## src/rtl/ram_fifo_pkg.sv

```systemverilog
// Shared constants and width helpers for the block-RAM FIFO.
package ram_fifo_pkg;

  localparam int DEF_WIDTH      = 16;
  localparam int DEF_DEPTH_LOG2 = 8;

  function automatic int clog2(input int value);
    int r;
    r = 0;
    for (int v = value - 1; v > 0; v = v >> 1) r++;
    return r;
  endfunction

  // Occupancy must be able to represent DEPTH itself, hence one extra bit.
  function automatic int count_bits(input int depth_log2);
    return depth_log2 + 1;
  endfunction

endpackage

```

## src/rtl/ram_fifo_ram_sdp.sv

```systemverilog
// Simple dual-port RAM: one write port, one registered read port, no reset on storage.
module ram_sdp
  import ram_fifo_pkg::*;
#(
  parameter int WIDTH      = DEF_WIDTH,
  parameter int DEPTH_LOG2 = DEF_DEPTH_LOG2
) (
  input  logic                  i_clk,
  input  logic                  i_we,
  input  logic [DEPTH_LOG2-1:0] i_waddr,
  input  logic [WIDTH-1:0]      i_wdata,
  input  logic                  i_re,
  input  logic [DEPTH_LOG2-1:0] i_raddr,
  output logic [WIDTH-1:0]      o_rdata
);

  logic [WIDTH-1:0] r_mem [0:(1 << DEPTH_LOG2)-1];

  always_ff @(posedge i_clk) begin
    if (i_we) r_mem[i_waddr] <= i_wdata;
    if (i_re) o_rdata <= r_mem[i_raddr];
  end

endmodule

```

## src/rtl/ram_fifo.sv

```systemverilog
// First-word-fall-through FIFO on a registered-read RAM with an output register
// plus one skid entry, giving one word per cycle when drained continuously.
module ram_fifo
  import ram_fifo_pkg::*;
#(
  parameter int WIDTH             = DEF_WIDTH,
  parameter int DEPTH_LOG2        = DEF_DEPTH_LOG2,
  parameter int ALMOST_FULL_LEVEL = (1 << DEPTH_LOG2) - 4
) (
  input  logic                            CLK,
  input  logic                            RESET_N,
  input  logic                            clear,
  input  logic [WIDTH-1:0]                in_data,
  input  logic                            in_valid,
  output logic                            in_ready,
  output logic [WIDTH-1:0]                out_data,
  output logic                            out_valid,
  input  logic                            out_ready,
  output logic [count_bits(DEPTH_LOG2)-1:0] count,
  output logic                            almost_full,
  output logic                            protocol_error
);

  localparam int DEPTH = 1 << DEPTH_LOG2;
  localparam int PW    = clog2(DEPTH);
  localparam int CW    = count_bits(DEPTH_LOG2);
  localparam logic [CW-1:0] DEPTH_C = CW'(DEPTH);
  localparam logic [CW-1:0] AF_C    = CW'(ALMOST_FULL_LEVEL);

  logic [PW-1:0]    r_wptr;
  logic [PW-1:0]    r_rptr;
  logic [CW-1:0]    r_count;
  logic [WIDTH-1:0] r_out_data;
  logic             r_out_valid;
  logic [WIDTH-1:0] r_skid_data;
  logic             r_skid_valid;
  logic             r_rd_pend;
  logic             r_prev_stall;
  logic             r_protocol_error;

  logic             w_push;
  logic             w_pop;
  logic             w_issue;
  logic [1:0]       w_occ;
  logic [CW-1:0]    w_ram_cnt;
  logic [WIDTH-1:0] w_rdata;

  assign in_ready       = RESET_N & ~clear & (r_count < DEPTH_C);
  assign out_data       = r_out_data;
  assign out_valid      = r_out_valid;
  assign count          = r_count;
  assign almost_full    = (r_count >= AF_C);
  assign protocol_error = r_protocol_error;

  assign w_push = in_valid & in_ready;
  assign w_pop  = r_out_valid & out_ready;

  // Words already pulled out of the RAM (output reg, skid, read in flight) never exceed two.
  assign w_occ     = 2'(r_out_valid) + 2'(r_skid_valid) + 2'(r_rd_pend);
  assign w_ram_cnt = r_count - CW'(w_occ);

  // A read only targets words written on an earlier edge, so it never collides with the write.
  assign w_issue = (w_ram_cnt != '0) && ((w_occ < 2'd2) || w_pop) && !clear;

  ram_sdp #(
    .WIDTH      (WIDTH),
    .DEPTH_LOG2 (PW)
  ) u_ram (
    .i_clk   (CLK),
    .i_we    (w_push),
    .i_waddr (r_wptr),
    .i_wdata (in_data),
    .i_re    (w_issue),
    .i_raddr (r_rptr),
    .o_rdata (w_rdata)
  );

  always_ff @(posedge CLK) begin
    if (!RESET_N) begin
      r_wptr       <= '0;
      r_rptr       <= '0;
      r_count      <= '0;
      r_out_data   <= '0;
      r_out_valid  <= 1'b0;
      r_skid_data  <= '0;
      r_skid_valid <= 1'b0;
      r_rd_pend    <= 1'b0;
    end else if (clear) begin
      r_wptr       <= '0;
      r_rptr       <= '0;
      r_count      <= '0;
      r_out_valid  <= 1'b0;
      r_skid_valid <= 1'b0;
      r_rd_pend    <= 1'b0;
    end else begin
      if (w_push)  r_wptr <= r_wptr + 1'b1;
      if (w_issue) r_rptr <= r_rptr + 1'b1;
      r_rd_pend <= w_issue;

      case ({w_push, w_pop})
        2'b10:   r_count <= r_count + 1'b1;
        2'b01:   r_count <= r_count - 1'b1;
        default: r_count <= r_count;
      endcase

      // Skid entry is always older than the word arriving from the RAM.
      if (!r_out_valid || w_pop) begin
        if (r_skid_valid) begin
          r_out_data   <= r_skid_data;
          r_out_valid  <= 1'b1;
          r_skid_valid <= r_rd_pend;
          if (r_rd_pend) r_skid_data <= w_rdata;
        end else if (r_rd_pend) begin
          r_out_data  <= w_rdata;
          r_out_valid <= 1'b1;
        end else begin
          r_out_valid <= 1'b0;
        end
      end else if (r_rd_pend) begin
        r_skid_data  <= w_rdata;
        r_skid_valid <= 1'b1;
      end
    end
  end

  // Sticky until reset; a flush does not hide a producer that withdrew a stalled word.
  always_ff @(posedge CLK) begin
    if (!RESET_N) begin
      r_prev_stall     <= 1'b0;
      r_protocol_error <= 1'b0;
    end else begin
      r_prev_stall <= in_valid & ~in_ready;
      if (r_prev_stall && !in_valid) r_protocol_error <= 1'b1;
    end
  end

endmodule

```

## config.mk

```make
export PLATFORM = sky130hd
export DESIGN_NAME = ram_fifo
export DESIGN_NICKNAME = d
export VERILOG_FILES = /design/src/rtl/ram_fifo_pkg.sv /design/src/rtl/ram_fifo_ram_sdp.sv /design/src/rtl/ram_fifo.sv
export SDC_FILE = /design/constraint.sdc
export NUM_CORES = 2
export LEC_CHECK = 0
export CORE_UTILIZATION = 24
export CTS_CLUSTER_DIAMETER = 40
export DETAILED_ROUTE_END_ITERATION = 10
export DONT_BUFFER_PORTS = 1
export GPL_ROUTABILITY_DRIVEN = 0
export PLACE_DENSITY = 0.41
export RECOVER_POWER = 100
export SYNTH_ARGS = -nofsm -noshare
export SYNTH_HDL_FRONTEND = slang
export SYNTH_SLANG_ARGS = --single-unit
```

## constraint.sdc

```tcl
create_clock -name CLK -period 7.1 [get_ports CLK]
set_input_delay 0 -clock CLK [delete_from_list [all_inputs] [get_ports CLK]]
set_output_delay 0 -clock CLK [all_outputs]
set_load 0.05 [all_outputs]
```

==> metrics.csv <==
metric,value,unit
max_slew headroom,-379,%
share of post-route cells with drive strength above 1,27.1,%
core area,0.668,sq mm
Finish-stage setup viols,0,
Syn Std Cell Area,0.161,sq mm
Comb power frac,1.6,%
Final Instance Area,0.196,sq mm
antenna violations before repair,65,
"EDFF count, synth",4112,
period utilization,89.3,%
clock share of power,53.6,%
CTS HTree Levels,6,
leakage power figure,58.7,nW
CTS tree,yes,
post-CTS setup repair buffer count,0,
"CTS clk-pin slew, worst paths",0.05,ns
Post-Synthesis Cells,7488,
min cycle time layout,6.34,ns
die area,0.675,sq mm
Layout Nets,8225,
Hold Buf Count CTS,46,
DRT iter0 DRCs,9550,
fraction of registers with async set/reset,0,%
RSZ-0062 raised after global routing,false,
Layout area overhead,21.8,%
Clock Latency Late Sink,1.11,ns
Max Slew Vio Count,3164,
DRT Pass-1 Iters,6,
Sink Count,4174,
CP required,7.87,ns
CTS Buf Count,641,
GR Util All Layers,16.1,%
DP Worst Slack,1.51,ns
Die Y,821,um
switching portion of total power,21.7,%
status,"complete, but fails checks",
main flop type after synthesis,edfxtp_1,
grt total ovfl,0,
Hold Crit Class,in -> reg,
multi-input logic area,0.0341,sq mm
global-route wire length before repair,756000,um
PD cells,309,mW/mm^2
crit path max fanout,11,
die width,821,um
register area,0.125,sq mm
Max Cap Violations,100,
Initial Util,24.1,%
Vias/cell,4.70,
YS warnings,0,
Max Fclk,158,MHz
Resized cells post-CTS,0,
Final Total Pwr,60.7,mW
setup TNS,0,ns
Clock Tree Buf Depth,4,
IO Pins,50,
Fillers,65300,
clock root cell,clkbuf_16,
Slew @ Worst Pin,7.18,ns
PortBufs,0,
Total Wirelength,564000,um
failing checks,"capacitance limit, slew limit",
Critical Path Sink Type,flop,
ANT nets after route,0,
Cell Rows,300,
largest net degree at the start of global routing,257,
estimated wirelength of the detail-placed design,325000,um
register area share after synthesis,77.4,%
clk_skew,0.0694,ns
vias in the first global route,84500,
Post-Syn Nets,7526,
Synth Register Bits,4174,
DR DRC count,0,
Power Internal,47.5,mW
WL/cell,31.9,um
power share of the sequential group,44.8,%
syn avg cell area,21.5,sq um
Vias,83000,
placed instance area,0.174,sq mm
critical path class,reg -> reg,
Max IR drop VDD,0.000181,V
Hold Fails Final Rpt,0,
final worst-path setup slack,0.760,ns
Yosys cell types,85,
net load switching power,13.2,mW
Setup crit start kind,flop,
worst hold margin,0.346,ns
CP arrival,7.11,ns
## synth_stat cells, types with 56 or more instances
| library cell | number | share of area [%] |
|---|---|---|
| edfxtp_1 | 4112 | 77 |
| mux4_2 | 894 | 12 |
| mux2i_1 | 410 | 2.5 |
| nor2_1 | 329 | 0.77 |
| a21oi_1 | 164 | 0.51 |
| clkbuf_1 | 156 | 0.36 |
| nand2_1 | 146 | 0.34 |
| buf_2 | 139 | 0.43 |
| a22oi_1 | 136 | 0.63 |
| a221oi_1 | 65 | 0.35 |
| dfxtp_1 | 62 | 0.77 |
| o22ai_1 | 61 | 0.24 |
| nand3_1 | 60 | 0.19 |
| a211oi_1 | 58 | 0.27 |
| nor2b_1 | 58 | 0.23 |
| buf_6 | 56 | 0.39 |
## cell usage in the layout, fill, tap and decap left out, types with 74 or more instances in the layout
master	n
a22oi_1	136
clkinv_1	74
edfxtp_1	4112
clkinv_2	86
bufinv_16	84
a21oi_1	162
nor2_2	79
buf_4	180
nand2_1	143
mux4_2	894
mux2i_1	408
nor2_1	245
clkbuf_1	285
clkbuf_16	644
## final timing paths
kind | end | startpoint | cells past startpoint | slack (ns)
hold reg to reg | r_skid_data[4] | r_skid_data[4] | 2 | 0.52
hold / removal | r_skid_valid | out_ready | 5 | 0.35
setup reg to reg | u_ram.r_mem[199][0] | count[8] | 6 | 0.76
setup / recovery | u_ram.r_mem[199][0] | count[8] | 6 | 0.76
## registers in the layout (all words and copies together), names as in the netlist, 8 cells and up
signal and count:
u_ram.r_mem 4096, out_data 16, r_skid_data 16, count 9, r_rptr 8, u_ram.o_rdata 16, r_wptr 8
## cells by family after synthesis
family                   count (synthesis)  synth area share [%]
adder cells (fa/ha/maj)                 17                 0.141
flip-flops                            4174                  77.4
multiplexers                          1331                  15.2
AND/OR/NAND/NOR                        704                  1.97
buffers and inverters                  458                  1.71
AO/OA/AOI/OAI                          785                  3.47
XOR/XNOR                                19                 0.103
## worst max-delay path, cell delays in order, from the launching register on
cell	delay [ns]
dfxtp_1	0.51
nor3b_1	1.25
and2_0	0.73
nand2_1	0.79
clkbuf_1	1.15
nor2_1	1.09
buf_4	0.41
## metal layers
layer	vias up	global-route usage (%)	wire length, um
met4	12	5.22	20000
met3	813	3.40	41100
met1	45700	22.0	241000
met5	-	0	81
met2	3336	25.7	262000
li1	33200	-	-
## layout make-up
class	count	share of cell area, %
Inverter	15	0.0312
Clock inverter	478	3.11
Sequential cell	4174	63.5
Clock buffer	706	8.33
Antenna cell	26	0.0331
Tap cell	8909	5.68
Timing Repair Buffer	499	1.91
Multi-Input combinational cell	2856	17.4
## power by group through the flow
stage / Combinational [mW] / Clock [mW] / Sequential [mW]
2_1_floorplan: 0.353 / 0 / 27.6
3_3_place_gp: 0.474 / 0 / 27.6
3_5_place_dp: 0.476 / 0 / 27.6
4_1_cts: 0.982 / 33.1 / 27.1
5_1_grt: 1.03 / 34.1 / 27.2
6_report: 0.965 / 32.5 / 27.2
## through the flow
stage | instances | utilization (%)
6_report | 17700 | 29.4
5_1_grt | 17600 | 29.4
4_1_cts | 17600 | 29.5
3_5_place_dp | 16400 | 26.1
3_3_place_gp | 16400 | 26.0
2_1_floorplan | 7488 | -
Power figures use the tool's default switching activity.
